**src/rtl/branch_resolve_ctrl.sv**
```systemverilog
// Branch resolution controller: holds in-flight predictions, checks them
// against execute outcomes, raises flush/redirect on a mispredict and queues
// BHT/BTB write-backs toward the table controller.
module branch_resolve_ctrl #(
  parameter int PC_W      = 11,
  parameter int DEPTH     = 4,
  parameter int UPD_DEPTH = 2
) (
  input  logic            clk,
  input  logic            rst_n,
  input  logic            pred_valid,
  output logic            pred_ready,
  input  logic [PC_W-1:0] pred_pc,
  input  logic            pred_hit,
  input  logic [PC_W-1:0] pred_target,
  input  logic            res_valid,
  output logic            res_ready,
  input  logic            res_is_branch,
  input  logic            res_taken,
  input  logic [PC_W-1:0] res_target,
  output logic            flush,
  output logic [PC_W-1:0] redirect_pc,
  output logic            upd_valid,
  input  logic            upd_ready,
  output logic [PC_W-1:0] pc_fetch_update,
  output logic [PC_W-1:0] pc_target_update,
  output logic            upd_invalidate,
  output logic [15:0]     br_count,
  output logic [15:0]     mp_count,
  output logic            err
);

  localparam int QA = (DEPTH > 1) ? $clog2(DEPTH) : 1;
  localparam int UA = (UPD_DEPTH > 1) ? $clog2(UPD_DEPTH) : 1;
  localparam logic [QA:0]   Q_FULL = (QA+1)'(DEPTH);
  localparam logic [UA:0]   U_FULL = (UA+1)'(UPD_DEPTH);
  localparam logic [QA-1:0] QP_ONE = QA'(1);
  localparam logic [QA:0]   QC_ONE = (QA+1)'(1);
  localparam logic [UA-1:0] UP_ONE = UA'(1);
  localparam logic [UA:0]   UC_ONE = (UA+1)'(1);

  // Saturating event counter increment
  function automatic logic [15:0] sat_inc(input logic [15:0] v);
    return (v == 16'hFFFF) ? v : v + 16'd1;
  endfunction

  // Sequential fall-through PC, wrapping modulo 2^PC_W
  function automatic logic [PC_W-1:0] next_pc(input logic [PC_W-1:0] pc);
    return pc + PC_W'(1);
  endfunction

  // Prediction queue storage
  logic [PC_W-1:0] q_pc  [DEPTH];
  logic            q_hit [DEPTH];
  logic [PC_W-1:0] q_tgt [DEPTH];
  logic [QA-1:0]   q_rd, q_wr;
  logic [QA:0]     q_cnt;

  // Update buffer storage
  logic [PC_W-1:0] u_pc  [UPD_DEPTH];
  logic [PC_W-1:0] u_tgt [UPD_DEPTH];
  logic            u_inv [UPD_DEPTH];
  logic [UA-1:0]   u_rd, u_wr;
  logic [UA:0]     u_cnt;

  logic            pred_acc, res_acc, resolve, err_hit;
  logic            act_taken, mp_raw, mispred, upd_pop;
  logic [PC_W-1:0] h_pc, h_tgt;
  logic            h_hit;

  assign pred_ready = (q_cnt != Q_FULL);
  assign upd_valid  = (u_cnt != '0);
  assign upd_pop    = upd_valid & upd_ready;
  assign res_ready  = (u_cnt != U_FULL) | upd_pop;
  assign pred_acc   = pred_valid & pred_ready;
  assign res_acc    = res_valid & res_ready;
  assign resolve    = res_acc & (q_cnt != '0);
  assign err_hit    = res_acc & (q_cnt == '0);
  assign act_taken  = res_is_branch & res_taken;

  assign h_pc  = q_pc[q_rd];
  assign h_hit = q_hit[q_rd];
  assign h_tgt = q_tgt[q_rd];

  // Direction/target check of the head prediction against the outcome
  always_comb begin
    mp_raw = h_hit;
    if (act_taken) mp_raw = !h_hit || (h_tgt != res_target);
  end

  assign mispred = resolve & mp_raw;

  assign pc_fetch_update  = upd_valid ? u_pc[u_rd]  : '0;
  assign pc_target_update = upd_valid ? u_tgt[u_rd] : '0;
  assign upd_invalidate   = upd_valid ? u_inv[u_rd] : 1'b0;

  // Control state: queue pointers, flush/redirect, counters, error flag
  always_ff @(posedge clk) begin
    if (!rst_n) begin
      q_rd        <= '0;
      q_wr        <= '0;
      q_cnt       <= '0;
      u_rd        <= '0;
      u_wr        <= '0;
      u_cnt       <= '0;
      flush       <= 1'b0;
      redirect_pc <= '0;
      br_count    <= '0;
      mp_count    <= '0;
      err         <= 1'b0;
    end else begin
      flush <= mispred;
      if (mispred) redirect_pc <= act_taken ? res_target : next_pc(h_pc);

      // A mispredict discards every younger entry and any same-cycle push
      if (mispred) begin
        q_rd  <= '0;
        q_wr  <= '0;
        q_cnt <= '0;
      end else begin
        if (pred_acc) q_wr <= q_wr + QP_ONE;
        if (resolve)  q_rd <= q_rd + QP_ONE;
        case ({pred_acc, resolve})
          2'b10:   q_cnt <= q_cnt + QC_ONE;
          2'b01:   q_cnt <= q_cnt - QC_ONE;
          default: q_cnt <= q_cnt;
        endcase
      end

      if (mispred) u_wr <= u_wr + UP_ONE;
      if (upd_pop) u_rd <= u_rd + UP_ONE;
      case ({mispred, upd_pop})
        2'b10:   u_cnt <= u_cnt + UC_ONE;
        2'b01:   u_cnt <= u_cnt - UC_ONE;
        default: u_cnt <= u_cnt;
      endcase

      if (resolve && res_is_branch) br_count <= sat_inc(br_count);
      if (mispred)                  mp_count <= sat_inc(mp_count);
      if (err_hit)                  err      <= 1'b1;
    end
  end

  // Payload writes; occupancy is tracked by the control block alone
  always_ff @(posedge clk) begin
    if (pred_acc) begin
      q_pc[q_wr]  <= pred_pc;
      q_hit[q_wr] <= pred_hit;
      q_tgt[q_wr] <= pred_target;
    end
    if (mispred) begin
      u_pc[u_wr]  <= h_pc;
      u_tgt[u_wr] <= act_taken ? res_target : '0;
      u_inv[u_wr] <= !act_taken;
    end
  end

endmodule
```
**config.mk**
```make
export PLATFORM = sky130hd
export DESIGN_NAME = branch_resolve_ctrl
export DESIGN_NICKNAME = d
export VERILOG_FILES = /design/src/rtl/branch_resolve_ctrl.sv
export SDC_FILE = /design/constraint.sdc
export NUM_CORES = 1
export LEC_CHECK = 0
export ABC_CLOCK_PERIOD_IN_PS = 11400
export CORE_ASPECT_RATIO = 1.1
export CORE_MARGIN = 2
export CORE_UTILIZATION = 59
export CTS_CLUSTER_DIAMETER = 200
export CTS_CLUSTER_SIZE = 20
export DETAILED_ROUTE_END_ITERATION = 6
export GPL_ROUTABILITY_DRIVEN = 0
export PLACE_DENSITY = 0.94
export RECOVER_POWER = 50
export SYNTH_ARGS = -nofsm -noshare
export SYNTH_HDL_FRONTEND = slang
export SYNTH_SLANG_ARGS = --single-unit
```
**constraint.sdc**
```tcl
create_clock -name clk -period 11.4 [get_ports clk]
set_clock_uncertainty 0.2 [all_clocks]
set_input_delay 3.42 -clock clk [delete_from_list [all_inputs] [get_ports clk]]
set_output_delay 3.42 -clock clk [all_outputs]
set_load 0.02 [all_outputs]
```
==> impl_metrics.tcl, run 1 <==
set metrics [dict create \
    status "finished with violations" \
    violations "max-capacitance violations, max-slew violations" \
    whs_ns 0.2609 \
    mostFrequentLayoutCell "edfxtp_1" \
    yosys_warnings 0 \
    routed_wl_um 18930 \
    die_h_um 128.7 \
    clock_latency_ns 0.42 \
    vias_per_cell 6.002 \
    p_leak_nw 3.563 \
    avgSynthCellArea_sq_um 13.27 \
    final_layout_size_suffix_gt1_share_pct 8.155 \
    die-area_sq_mm 0.01511 \
    post_cts_buffers 0 \
    grt-ovfl-total 0 \
    timing.critical_path.to_type "output pin" \
    place_ws_ns 2.893 \
    clockRootBuffer "clkbuf_16" \
    max_cap_violations 2 \
    io_buffers 111 \
    drt-wirelength-per-cell_um 20.18 \
    ys_ff_latch 197 \
    yosysUniqueCellTypes 56 \
    dr_total_vias 5630 \
    max_freq_mhz 117.6 \
    layoutNonFillerInstCount 938 \
    num_rows 45 \
    post_cts_resized 0 \
    yosysSeqAreaShare_pct 63.82 \
    ant_nets 0 \
    hpwl_um 12320 \
    syn2layout_area_growth_pct 22.49 \
    finalCriticalPeriod_ns 8.502 \
    antenna_found_initial 2 \
    reg2reg_depth 10 \
    place_inst 904 \
    fin_util_pct 74.10 \
    grt.total_usage_pct 25.03 \
    clockBufferDepth 2 \
    clk_pin_slew_ns 0.07 \
    worstPathArrival_ns 4.88 \
    cts.hold.buffers_added 0 \
    netlist_top_cells_area "edfxtp_1 50%, dfxtp_1 14%, mux2i_1 5.5%, mux4_2 4.6%, nor2_1 2.9%" \
    synth_top_area_share_pct 49.66 \
    ys.flop_type "edfxtp_1" \
    min-delay-start "redirect_pc[2]$_SDFFE_PN0P_" \
    synth-edff-count 138 \
    numClockSinks 197 \
    most-common-layout-cells "138 x edfxtp_1, 65 x nor2_1, 63 x dlygate4sd3_1, 59 x dfxtp_1, 48 x clkdlybuf4s50_1" \
    synth_nets 680 \
    postSynth.asyncResetShare_pct 0 \
    cp-startpoint "upd_ready" \
    power.density_mw_per_mm2 205.3 \
    peakVddDrop_mv 0.09957 \
    post-route-drc-count 0 \
    worst_pin_slew_ns 1.734 \
    synth_top_cell_by_area "edfxtp_1" \
    finalPower_mw 2.098 \
    design.core.area_sq_mm 0.01379 \
    slew_viol_final 66 \
    crit_type "input port to output pin" \
    slew_headroom_pct -15.62 \
    first_pass_iters 5 \
    initial_core_util_pct 60.49 \
    fin_area_sq_mm 0.01022 \
    fp.dieW_um 117.4 \
    io-pin-count 112 \
    cts_tree "done" \
    period_share_pct 74.58 \
    grt_pass1_vias 5488 \
    worst_slack_ns 2.898 \
    ctsHtreeMaxLevel 4 \
    dpl-instance-area_sq_mm 0.009585 \
    cts_made_buffers 17 \
    drtIter0Drc 591 \
    holdPathStages 2 \
    grt_max_degree 42 \
    setup_tns_ns 0 \
    cp_max_fo 3 \
    synth_cells 629 \
    hold_class "register to register" \
    num-fill-cells 776 \
    rsz0062_at_grt "no" \
    startpoint_type "input port" \
    final-setup-viol-count 0 \
    nets 786 \
    grt_pass1_wl_um 29040 \
    hold_viol_final 0 \
    syn-cell-area_sq_mm 0.008344 \
    cp.required_ns 7.78 \
]
## path summary, 6_finish.rpt
kind,slack (ns),to
max,2.90,res_ready
min,0.26,redirect_pc[2]$_SDFFE_PN0P_
max reg2reg,6.67,u_cnt[1]$_SDFFE_PN0P_
min reg2reg,0.26,redirect_pc[2]$_SDFFE_PN0P_
## cells by family (layout without fill, tap and decap cells)
kind of cell | Yosys count | count (layout) | share of synthesized area, %
AOI/OAI and AO/OA | 55 | 55 | 4.574
xor gates and xnor gates | 44 | 44 | 4.618
adders and majority gates | 10 | 10 | 1.589
buffers and inverters | 48 | 167 | 2.654
DFF | 197 | 197 | 63.82
muxes | 64 | 64 | 10.24
other | 0 | 2 | 0
and+or+nand+nor | 211 | 211 | 12.51
## routing by layer
layer  vias to the layer above  track usage, %  routed length, um  part of all wire [%]
met4                         0           10.42                500                   2.6
met1                      2752           31.12               7235                    38
li1                       2524               -                  -                     -
met2                       312           43.24               9820                    52
met5                         -               0                  0                     0
met3                        42           5.275               1372                   7.2
## cells in the mapped netlist (2+ instances only)
cell type	instances
a21oi_1	10
a32oi_1	2
and2_1	8
and3_1	24
and4_1	4
buf_1	2
buf_2	6
buf_6	3
clkbuf_1	19
dfxtp_1	59
edfxtp_1	138
ha_1	9
inv_1	16
mux2i_1	46
mux4_2	17
nand2_1	39
nand2b_1	13
nand3_1	19
nand4_1	7
nor2_1	65
nor2b_1	4
nor3_1	13
o2111ai_1	4
o211ai_1	5
o21ai_0	16
o31ai_1	3
or3_1	6
or4_1	2
xnor2_1	24
xor2_1	20
## power breakdown
| part | switching, mW | leakage (nW) | internal, mW |
|---|---|---|---|
| sequential | 0.0373 | 1.74 | 0.875 |
| combinational | 0.326 | 1.51 | 0.217 |
| clock | 0.269 | 0.313 | 0.374 |
## worst max-delay path, stage by stage
cell	delay, ns
clkdlybuf4s50_1	0.42
or3b_2	0.48
clkdlybuf4s50_1	0.57
## registers in the layout (all words and copies together) (netlist names), 2 cells and up, named ones only
name         cells
q_hit            4
u_tgt           22
q_tgt           44
u_inv            2
q_rd             2
redirect_pc     11
q_pc            44
u_pc            22
br_count        16
u_cnt            2
q_cnt            3
q_wr             2
mp_count        16
## final cells by class
type | count | area, sq um | share of cell area (%)
Sequential cell | 197 | 5325 | 52.10
Multi-Input combinational cell | 384 | 2798 | 27.37
Inverter | 17 | 63.81 | 0.6243
Timing Repair Buffer | 118 | 1152 | 11.27
Tap cell | 188 | 235.2 | 2.301
Clock buffer | 17 | 425.4 | 4.162
Clock inverter | 15 | 216.5 | 2.118
Antenna cell | 2 | 5.005 | 0.04897
(Power assumes the default switching activity.)
==> run 2, diff against run 1 <==
--- a/config.mk
+++ b/config.mk
@@ -5,15 +5,15 @@
 export SDC_FILE = /design/constraint.sdc
 export NUM_CORES = 1
 export LEC_CHECK = 0
-export ABC_CLOCK_PERIOD_IN_PS = 11400
+export ABC_CLOCK_PERIOD_IN_PS = 8500
 export CORE_ASPECT_RATIO = 1.1
 export CORE_MARGIN = 2
-export CORE_UTILIZATION = 59
+export CORE_UTILIZATION = 55
 export CTS_CLUSTER_DIAMETER = 200
 export CTS_CLUSTER_SIZE = 20
 export DETAILED_ROUTE_END_ITERATION = 6
 export GPL_ROUTABILITY_DRIVEN = 0
-export PLACE_DENSITY = 0.94
+export PLACE_DENSITY = 0.89
 export RECOVER_POWER = 50
 export SYNTH_ARGS = -nofsm -noshare
 export SYNTH_HDL_FRONTEND = slang
==> constraint.sdc (replaced) <==
create_clock -name clk -period 8.5 [get_ports clk]
set_clock_uncertainty 0.2 [all_clocks]
set_input_delay 2.55 -clock clk [delete_from_list [all_inputs] [get_ports clk]]
set_output_delay 2.55 -clock clk [all_outputs]
set_load 0.02 [all_outputs]
==> run 2 against run 1 <==
Against the previous run:
- the run still ends with max-capacitance violations, max-slew violations left
- critical path depth is the same
- worst setup slack worse by 1.3 ns
- register-to-register slack worse by 2.9 ns
- clock power is 25% higher
- wire length is 3.6% lower
- critical endpoint unchanged
- highest routed layer unchanged
==> impl_metrics.tcl, run 2 (synthesis gave the netlist of run 1 again) <==
set metrics [dict create \
    min-delay-start "redirect_pc[2]$_SDFFE_PN0P_" \
    mostFrequentLayoutCell "edfxtp_1" \
    slew_viol_final 66 \
    final-setup-viol-count 0 \
    cts.hold.buffers_added 0 \
    biggestRegsByFlops "q_pc x44, q_tgt x44" \
    first_pass_iters 6 \
    die-area_sq_mm 0.01617 \
    worst_slack_ns 1.627 \
    timing.critical_path.to_type "output pin" \
    finalPower_mw 2.742 \
    hpwl_um 12130 \
    cts_made_buffers 17 \
    violations "max-capacitance violations, max-slew violations" \
    ant_nets 0 \
    design.core.area_sq_mm 0.01494 \
    dr_total_vias 5493 \
    dpl-instance-area_sq_mm 0.009588 \
    nets 785 \
    p_sw_mw 0.8351 \
    place_ws_ns 1.765 \
    cts_tree "done" \
    ctsHtreeMaxLevel 4 \
    most-common-layout-cells "138 x edfxtp_1, 65 x nor2_1, 59 x dfxtp_1, 57 x clkdlybuf4s50_1, 54 x dlygate4sd3_1" \
    cp.required_ns 5.75 \
    peakVddDrop_mv 0.1716 \
    cp-startpoint "upd_ready" \
    switching_share_pct 30.45 \
    r2r_setup_slack_ns 3.82 \
    grt-ovfl-total 0 \
    fin_area_sq_mm 0.01018 \
    seqPwrFrac_pct 44.5 \
    p_int_mw 1.907 \
    antenna_found_initial 1 \
    max_freq_mhz 145.5 \
    finalCriticalPeriod_ns 6.873 \
    crit_slowest_cell "clkdlybuf4s50_1" \
    clockRootBuffer "clkbuf_16" \
    pwr-share-comb_pct 26.1 \
    grt_max_degree 42 \
    slowest_delay_ns 0.56 \
    worst_pin_slew_ns 1.725 \
    slew_headroom_pct -15.01 \
    grt_pass1_wl_um 28520 \
    clockBufferDepth 2 \
    max_cap_violations 2 \
    p_clk_share_pct 29.4 \
    post_cts_buffers 0 \
    hold_class "register to register" \
    post-route-drc-count 0 \
    grt_pass1_vias 5448 \
    period_share_pct 80.86 \
    die_h_um 133.2 \
    power.density_mw_per_mm2 269.5 \
    drtIter0Drc 558 \
    rsz0062_at_grt "no" \
    num-fill-cells 1001 \
    clock_latency_ns 0.45 \
    p_leak_nw 3.503 \
    routed_wl_um 18240 \
    post_cts_resized 0 \
    fp.dieW_um 121.4 \
    hold_viol_final 0 \
    initial_core_util_pct 55.86 \
    status "finished with violations" \
    numClockSinks 197 \
    vias_per_cell 5.819 \
    io_buffers 111 \
    crit_type "input port to output pin" \
    clk_pin_slew_ns 0.07 \
    final_layout_size_suffix_gt1_share_pct 7.898 \
    syn2layout_area_growth_pct 21.95 \
    io-pin-count 112 \
    setup_tns_ns 0 \
    drt-wirelength-per-cell_um 19.32 \
    startpoint_type "input port" \
    num_rows 47 \
    cp_max_fo 3 \
    worstPathArrival_ns 4.12 \
    worstPathCellList "dlygate4sd3_1, or3b_2, clkdlybuf4s50_1" \
    grt.total_usage_pct 23.31 \
]
[run 2: path summary, 6_finish.rpt]
path,endpoint,cells after the start
min,redirect_pc[2]$_SDFFE_PN0P_,2
max,res_ready,3
max reg2reg,u_cnt[1]$_SDFFE_PN0P_,10
min reg2reg,redirect_pc[2]$_SDFFE_PN0P_,2
[run 2: worst max-delay path: cells and delay by family]
| kind | cells | cell delay, ns |
|---|---|---|
| buffers and inverters | 2 | 1.10 |
| and+or+nand+nor | 1 | 0.47 |
[run 2: routing by layer]
metal | share of wire (%) | wire [um] | vias to the layer above | GRT usage [%]
met5 | 0 | 0 | - | 0
met4 | 3.1 | 557 | 0 | 10.54
met3 | 6.6 | 1206 | 41 | 5.651
met2 | 51 | 9217 | 227 | 37.45
met1 | 40 | 7260 | 2696 | 30.18
li1 | - | - | 2529 | -
[run 2: area by class of cell]
type	instances	area, sq um	area share, %
antenna	1	2.502	0.02459
clock buffer	18	429.2	4.217
clock inverter	14	163.9	1.611
inverter	17	63.81	0.6271
multi-input combinational	384	2798	27.49
sequential	197	5325	52.33
tap	196	245.2	2.410
timing repair buffer	117	1149	11.29
[run 2: power by group through the flow]
stage,Combinational [mW],Sequential (mW),Clock [mW]
after floorplan,0.471,1.25,0
after global placement,0.694,1.23,0
after detailed placement,0.717,1.24,0
after CTS,0.727,1.22,0.813
after global routing,0.775,1.23,0.846
final,0.716,1.22,0.805
[run 2: through the flow]
stage,util (%),cells,hold WS [ns]
6_report,68.13,944,0.2623
5_1_grt,68.13,944,0.2842
4_1_cts,68.16,943,0.2652
3_5_place_dp,64.19,911,0.2573
3_3_place_gp,64.19,911,0.2508
2_1_floorplan,-,629,0.2669
